===== src/rtl/overlay_pkg.sv =====
// Shared widths, latency, mode codes and tag type for the 27x18 MAC overlay
// and its issue/drain sequencer.
package overlay_pkg;

  localparam int A_W    = 27;
  localparam int B_W    = 18;
  localparam int S_W    = 48;
  localparam int OV_LAT = 2;

  // S = W + Y + X + CIN, with W the product and Y/X the feedback operands
  localparam logic [1:0] MODE_SUM  = 2'b00;
  localparam logic [1:0] MODE_MULT = 2'b01;
  localparam logic [1:0] MODE_SUB  = 2'b10;
  localparam logic [1:0] MODE_PASS = 2'b11;

  typedef struct packed {
    logic valid;
    logic first;
    logic last;
  } tag_t;

endpackage


===== src/rtl/overlay_result_fifo.sv =====
// Small synchronous FIFO of finished dot products {data, carry, count}; the
// head is presented combinationally and reads as zero while empty.
module overlay_result_fifo
  import overlay_pkg::*;
#(
  parameter int DEPTH = 2,
  parameter int CNT_W = 16
) (
  input  logic                       clk,
  input  logic                       reset,
  input  logic                       push,
  input  logic [S_W-1:0]             push_data,
  input  logic                       push_carry,
  input  logic [CNT_W-1:0]           push_count,
  input  logic                       pop,
  output logic                       empty,
  output logic [$clog2(DEPTH+1)-1:0] count,
  output logic [S_W-1:0]             head_data,
  output logic                       head_carry,
  output logic [CNT_W-1:0]           head_count
);

  localparam int PTR_W = (DEPTH > 1) ? $clog2(DEPTH) : 1;
  localparam int FC_W  = $clog2(DEPTH + 1);

  logic [S_W-1:0]   data_mem  [DEPTH];
  logic             carry_mem [DEPTH];
  logic [CNT_W-1:0] count_mem [DEPTH];

  logic [PTR_W-1:0] wr_ptr_reg;
  logic [PTR_W-1:0] rd_ptr_reg;
  logic [FC_W-1:0]  count_reg;
  logic             push_ok;
  logic             pop_ok;

  function automatic logic [PTR_W-1:0] ptr_inc(input logic [PTR_W-1:0] p);
    return (p == PTR_W'(DEPTH - 1)) ? '0 : p + 1'b1;
  endfunction

  assign empty   = (count_reg == '0);
  assign count   = count_reg;
  assign pop_ok  = pop & ~empty;
  // a push into a full FIFO is only taken when the head leaves in the same cycle
  assign push_ok = push & ((count_reg != FC_W'(DEPTH)) | pop_ok);

  always_ff @(posedge clk) begin
    if (reset) begin
      wr_ptr_reg <= '0;
      rd_ptr_reg <= '0;
      count_reg  <= '0;
    end else begin
      if (push_ok) wr_ptr_reg <= ptr_inc(wr_ptr_reg);
      if (pop_ok)  rd_ptr_reg <= ptr_inc(rd_ptr_reg);
      count_reg <= count_reg + FC_W'(push_ok) - FC_W'(pop_ok);
    end
  end

  generate
    for (genvar gi = 0; gi < DEPTH; gi++) begin : g_entry
      always_ff @(posedge clk) begin
        if (push_ok && (wr_ptr_reg == PTR_W'(gi))) begin
          data_mem[gi]  <= push_data;
          carry_mem[gi] <= push_carry;
          count_mem[gi] <= push_count;
        end
      end
    end
  endgenerate

  assign head_data  = empty ? '0   : data_mem[rd_ptr_reg];
  assign head_carry = empty ? 1'b0 : carry_mem[rd_ptr_reg];
  assign head_count = empty ? '0   : count_mem[rd_ptr_reg];

endmodule


===== src/rtl/overlay_mac_sequencer.sv =====
// Issue/drain controller for the 27x18 MAC overlay: streams operand pairs in,
// feeds S_reg back for dot-product accumulation, and queues each vector result.
module overlay_mac_sequencer
  import overlay_pkg::*;
#(
  parameter int         OUT_DEPTH = 2,
  parameter int         CNT_W     = 16,
  parameter logic [1:0] MODE_SUM  = overlay_pkg::MODE_SUM
) (
  input  logic             clk,
  input  logic             reset,

  input  logic             in_valid,
  output logic             in_ready,
  input  logic [A_W-1:0]   in_a,
  input  logic [B_W-1:0]   in_b,
  input  logic             in_last,

  output logic [1:0]       ov_mode,
  output logic [A_W-1:0]   ov_a,
  output logic [B_W-1:0]   ov_b,
  output logic [S_W-1:0]   ov_result_2,
  output logic             ov_cin,
  input  logic [S_W-1:0]   ov_s,
  input  logic             ov_cout,

  output logic             out_valid,
  input  logic             out_ready,
  output logic [S_W-1:0]   out_data,
  output logic             out_carry,
  output logic [CNT_W-1:0] out_count
);

  localparam int FC_W = $clog2(OUT_DEPTH + 1);
  localparam int IF_W = $clog2(OV_LAT + 1);

  logic             fire;
  tag_t             issue_tag;
  tag_t             tag_pipe_reg [OV_LAT];
  tag_t             p1;
  tag_t             p2;
  logic             first_reg;
  logic             carry_reg;
  logic [CNT_W-1:0] count_reg;
  logic             carry_next;
  logic [CNT_W-1:0] count_next;
  logic [IF_W-1:0]  inflight;
  logic [FC_W-1:0]  fifo_count;
  logic             fifo_empty;
  logic             push;
  logic             pop;

  // ---------------- issue stage ----------------
  assign fire    = in_valid & in_ready;
  assign ov_a    = fire ? in_a : '0;
  assign ov_b    = fire ? in_b : '0;
  assign ov_mode = MODE_SUM;
  assign ov_cin  = 1'b0;

  assign issue_tag.valid = fire;
  assign issue_tag.first = fire & first_reg;
  assign issue_tag.last  = fire & in_last;

  always_ff @(posedge clk) begin
    if (reset)     first_reg <= 1'b1;
    else if (fire) first_reg <= in_last;
  end

  // ---------------- tag pipe, one stage per overlay register ----------------
  generate
    for (genvar gi = 0; gi < OV_LAT; gi++) begin : g_tag
      always_ff @(posedge clk) begin
        if (reset) begin
          tag_pipe_reg[gi] <= '0;
        end else begin
          if (gi == 0) tag_pipe_reg[gi] <= issue_tag;
          else         tag_pipe_reg[gi] <= tag_pipe_reg[(gi > 0) ? gi - 1 : 0];
        end
      end
    end
  endgenerate

  assign p1 = tag_pipe_reg[0];
  assign p2 = tag_pipe_reg[OV_LAT-1];

  // the first pair of a vector must not pick up the previous vector's sum
  assign ov_result_2 = (p1.valid & p1.first) ? '0 : ov_s;

  // ---------------- credit: every last in flight owns a FIFO slot ----------------
  always_comb begin
    inflight = '0;
    for (int i = 0; i < OV_LAT; i++) begin
      inflight = inflight + IF_W'(tag_pipe_reg[i].last);
    end
  end

  assign in_ready = (int'(fifo_count) + int'(inflight)) < OUT_DEPTH;

  // ---------------- carry / count accumulation at S_reg time ----------------
  always_comb begin
    carry_next = (p2.first ? 1'b0 : carry_reg) | ov_cout;
    if (p2.first)        count_next = CNT_W'(1);
    else if (&count_reg) count_next = count_reg;
    else                 count_next = count_reg + 1'b1;
  end

  always_ff @(posedge clk) begin
    if (reset) begin
      carry_reg <= 1'b0;
      count_reg <= '0;
    end else if (p2.valid) begin
      carry_reg <= carry_next;
      count_reg <= count_next;
    end
  end

  assign push = p2.valid & p2.last;

  // ---------------- result queue ----------------
  assign out_valid = ~fifo_empty;
  assign pop       = out_valid & out_ready;

  overlay_result_fifo #(
    .DEPTH (OUT_DEPTH),
    .CNT_W (CNT_W)
  ) u_result_fifo (
    .clk        (clk),
    .reset      (reset),
    .push       (push),
    .push_data  (ov_s),
    .push_carry (carry_next),
    .push_count (count_next),
    .pop        (pop),
    .empty      (fifo_empty),
    .count      (fifo_count),
    .head_data  (out_data),
    .head_carry (out_carry),
    .head_count (out_count)
  );

endmodule


===== config.mk =====
export PLATFORM = sky130hd
export DESIGN_NAME = overlay_mac_sequencer
export DESIGN_NICKNAME = d
export VERILOG_FILES = /design/src/rtl/overlay_pkg.sv /design/src/rtl/overlay_result_fifo.sv /design/src/rtl/overlay_mac_sequencer.sv
export SDC_FILE = /design/constraint.sdc
export NUM_CORES = 1
export LEC_CHECK = 0
export CAP_MARGIN = 5
export CORE_MARGIN = 1.5
export CORE_UTILIZATION = 45
export CTS_CLUSTER_DIAMETER = 150
export DETAILED_ROUTE_END_ITERATION = 16
export PLACE_DENSITY = 0.79
export SLEW_MARGIN = 40
export SYNTH_ARGS = -nofsm -noshare
export SYNTH_HDL_FRONTEND = slang
export SYNTH_HIERARCHICAL = 1
export SYNTH_SLANG_ARGS = --single-unit

===== constraint.sdc =====
create_clock -name clk -period 5.5 [get_ports clk]
set_input_delay 1.1 -clock clk [delete_from_list [all_inputs] [get_ports clk]]
set_output_delay 1.1 -clock clk [all_outputs]
set_load 0.02 [all_outputs]

==> results.yml <==
synth:
  synth-edff-count: 130
  synth_area_leaders: "edfxtp_1, mux2i_1, dfxtp_1, nor2_1, and2_1"
  synth.cell_area_um2: 7360
  synth_common_cells: "edfxtp_1, nor2_1, mux2i_1"
  yosysMostFrequentCell: "edfxtp_1"
  synth_cell_types: 56
  synth-main-ff-cell: "edfxtp_1"
  synthArstFlopShare_pct: 0
  syn_area_per_cell_um2: 12.2
  yosysWarnings: 6
  yosysSeqAreaShare_pct: 60.9
  ys_ff_latch: 159
  synth_top_area_share_pct: 53.0
  syn_inst: 602
  yosys.area.top_type: "edfxtp_1"
clock_network:
  root_buffer: "clkbuf_16"
  worstSkewPairLatency_ps: 400
  cts_setup_buffers: 0
  cts_tree: "built"
  cts_buffers: 17
  cts_resized: 0
  htreeDepth: 4
  cts_sinks: 159
  cts_buffer_depth: 2
  hold_buffers: 0
  clk_transition_reported_paths_ps: 60
grt:
  top_usage_layer: "met2"
  grtUsageMet3_pct: 5.62
  antenna_found_initial: 0
  overflow: 0
  grt_max_degree: 49
  met2_usage_pct: 40.1
  grt_pass1_vias: 5351
  grt_use_total_pct: 21.8
  use_met1_pct: 23.0
  grt_pass1_wl_mm: 27.7
die:
  die_x_um: 131
  dieArea_um2: 17100
  core_um2: 15900
  start_util_pct: 46.2
  die_h_um: 131
  rows: 46
  io_pins: 262
routing:
  finalWirelength_mm: 18.8
  drt_first_pass_iters: 7
  wl_per_cell_um: 17.6
  num_vias: 5577
  drt-initial-drc-count: 348
  drc_errors: 0
  postRouteAntennaNets: 0
  viasPerCell: 5.20
place:
  port_buffers: 258
  dp.cells: 1040
  dpl-instance-area_um2: 10100
  place_ws_ps: 1240
  gp_congestion: 0.912
  place_hpwl_mm: 13.6
power:
  vdd_drop_max_mv: 0.212
  p_leak_nw: 3.63
  power_mw: 2.70
  p_per_area_nw_per_um2: 254
hold_path:
  holdPathStages: 1
  min_path_type: "reg2reg"
final_layout:
  nNetsFinal: 947
  largest_register_ffs: 96
  final_cells: 1073
  syn2layout_area_growth_pct: 44.5
  final_util_pct: 66.7
  n_antenna_cell: 0
  finalInstanceArea_um2: 10600
  drive_gt1_share_pct: 6.65
sta:
  hold_slack_ps: 449
  fin_crit_sh_pct: 72.9
  skew_ps: 6.63
  rsz0062_at_grt: "false"
  max_slew.worst_pin.slew_ps: 720
  relSlewSlack_pct: 52.0
  fmax_ghz: 0.249
  setup_ws_ps: 1490
  timing.final.max_slew_violations: 0
  final-setup-viol-count: 0
  fin_tns_setup_ps: 0
  period_minus_slack_ps: 4010
  finalHoldViolations: 0
run:
  maxCapViolCount: 0
worst_setup_path:
  start_kind: "flop"
  required_ps: 4400
  crit_arrival_ps: 2910
  worst-path-max-fanout: 25
  end_kind: "output pin"
  critPathKind: "reg2out"
  reg2regPathDepth: 6
status:
  status: "completed"
==> path summary, 6_finish.rpt <==
path	from	end	slack (ps)
worst max-delay path	u_result_fifo/count[0]$_SDFF_PP0_	ov_a[24]	1490
worst min register to register	first_reg$_SDFFE_PP1N_	tag_pipe_reg[0][1]$_SDFF_PP0_	450
worst min-delay path	first_reg$_SDFFE_PP1N_	tag_pipe_reg[0][1]$_SDFF_PP0_	450
worst max register to register	u_result_fifo/count[0]$_SDFF_PP0_	u_result_fifo/count_mem[1][12]$_DFFE_PP_	2600
==> report_power, final <==
part	switching (mW)	total [mW]	leakage, nW	internal [mW]
logic	0.126	0.283	1.94	0.157
registers	0.00632	1.31	1.41	1.30
clock network	0.448	1.11	0.277	0.664
==> kinds of logic after synthesis <==
family                   after synthesis  share of synthesized area (%)
AO/OA/AOI/OAI                         59                           5.73
adder cells (fa/ha/maj)                4                          0.680
multiplexers                          66                           8.99
flip-flops                           159                           60.9
AND/OR/NAND/NOR                      249                           18.2
XOR/XNOR                               7                          0.833
buffers and inverters                 57                           4.57
other                                  1                         0.0510
==> worst max-delay path, cell delays in order, from the launching register on <==
cell and delay, ps:
dfxtp_1 490, ha_1 320, a211oi_4 640, buf_6 270, and3_1 170, clkdlybuf4s50_1 610
==> cells in the final DEF (no fill, tap or decap), types with 3 or more instances in the layout <==
master	Yosys	routed
or3_1	5	5
clkinv_4	0	5
a31oi_1	8	8
nand2_1	17	17
or4_1	4	4
a221oi_1	3	3
mux2i_1	65	65
nand3_1	7	7
a31o_2	3	3
nor2_4	0	3
nor2b_1	7	7
a21oi_1	14	14
clkbuf_16	0	17
inv_1	10	10
nor2_1	88	85
and3_1	46	46
edfxtp_1	130	130
conb_1	1	3
nand4_1	3	3
o21ai_0	4	4
clkinv_1	0	4
nor3_1	6	6
o211ai_1	5	5
xnor2_1	4	4
o21a_1	4	4
xor2_1	3	3
dfxtp_1	29	28
and2_1	52	52
buf_4	10	5
clkdlybuf4s50_1	0	257
ha_1	4	4
a211oi_1	5	4
==> layout make-up <==
class / instances / area, µm²
Clock buffer: 17 / 425
Clock inverter: 15 / 145
Fill cell: 1156 / 5310
Inverter: 11 / 41.3
Multi-Input combinational cell: 388 / 2580
Sequential cell: 159 / 4490
Tap cell: 216 / 270
Timing Repair Buffer: 267 / 2680
==> metal layers <==
layer,up-vias,share of wire (%)
li1,2663,-
met1,2610,37
met2,268,51
met3,36,7.5
met4,0,3.9
met5,-,0
Note: power is estimated with default switching activity, not from simulation.
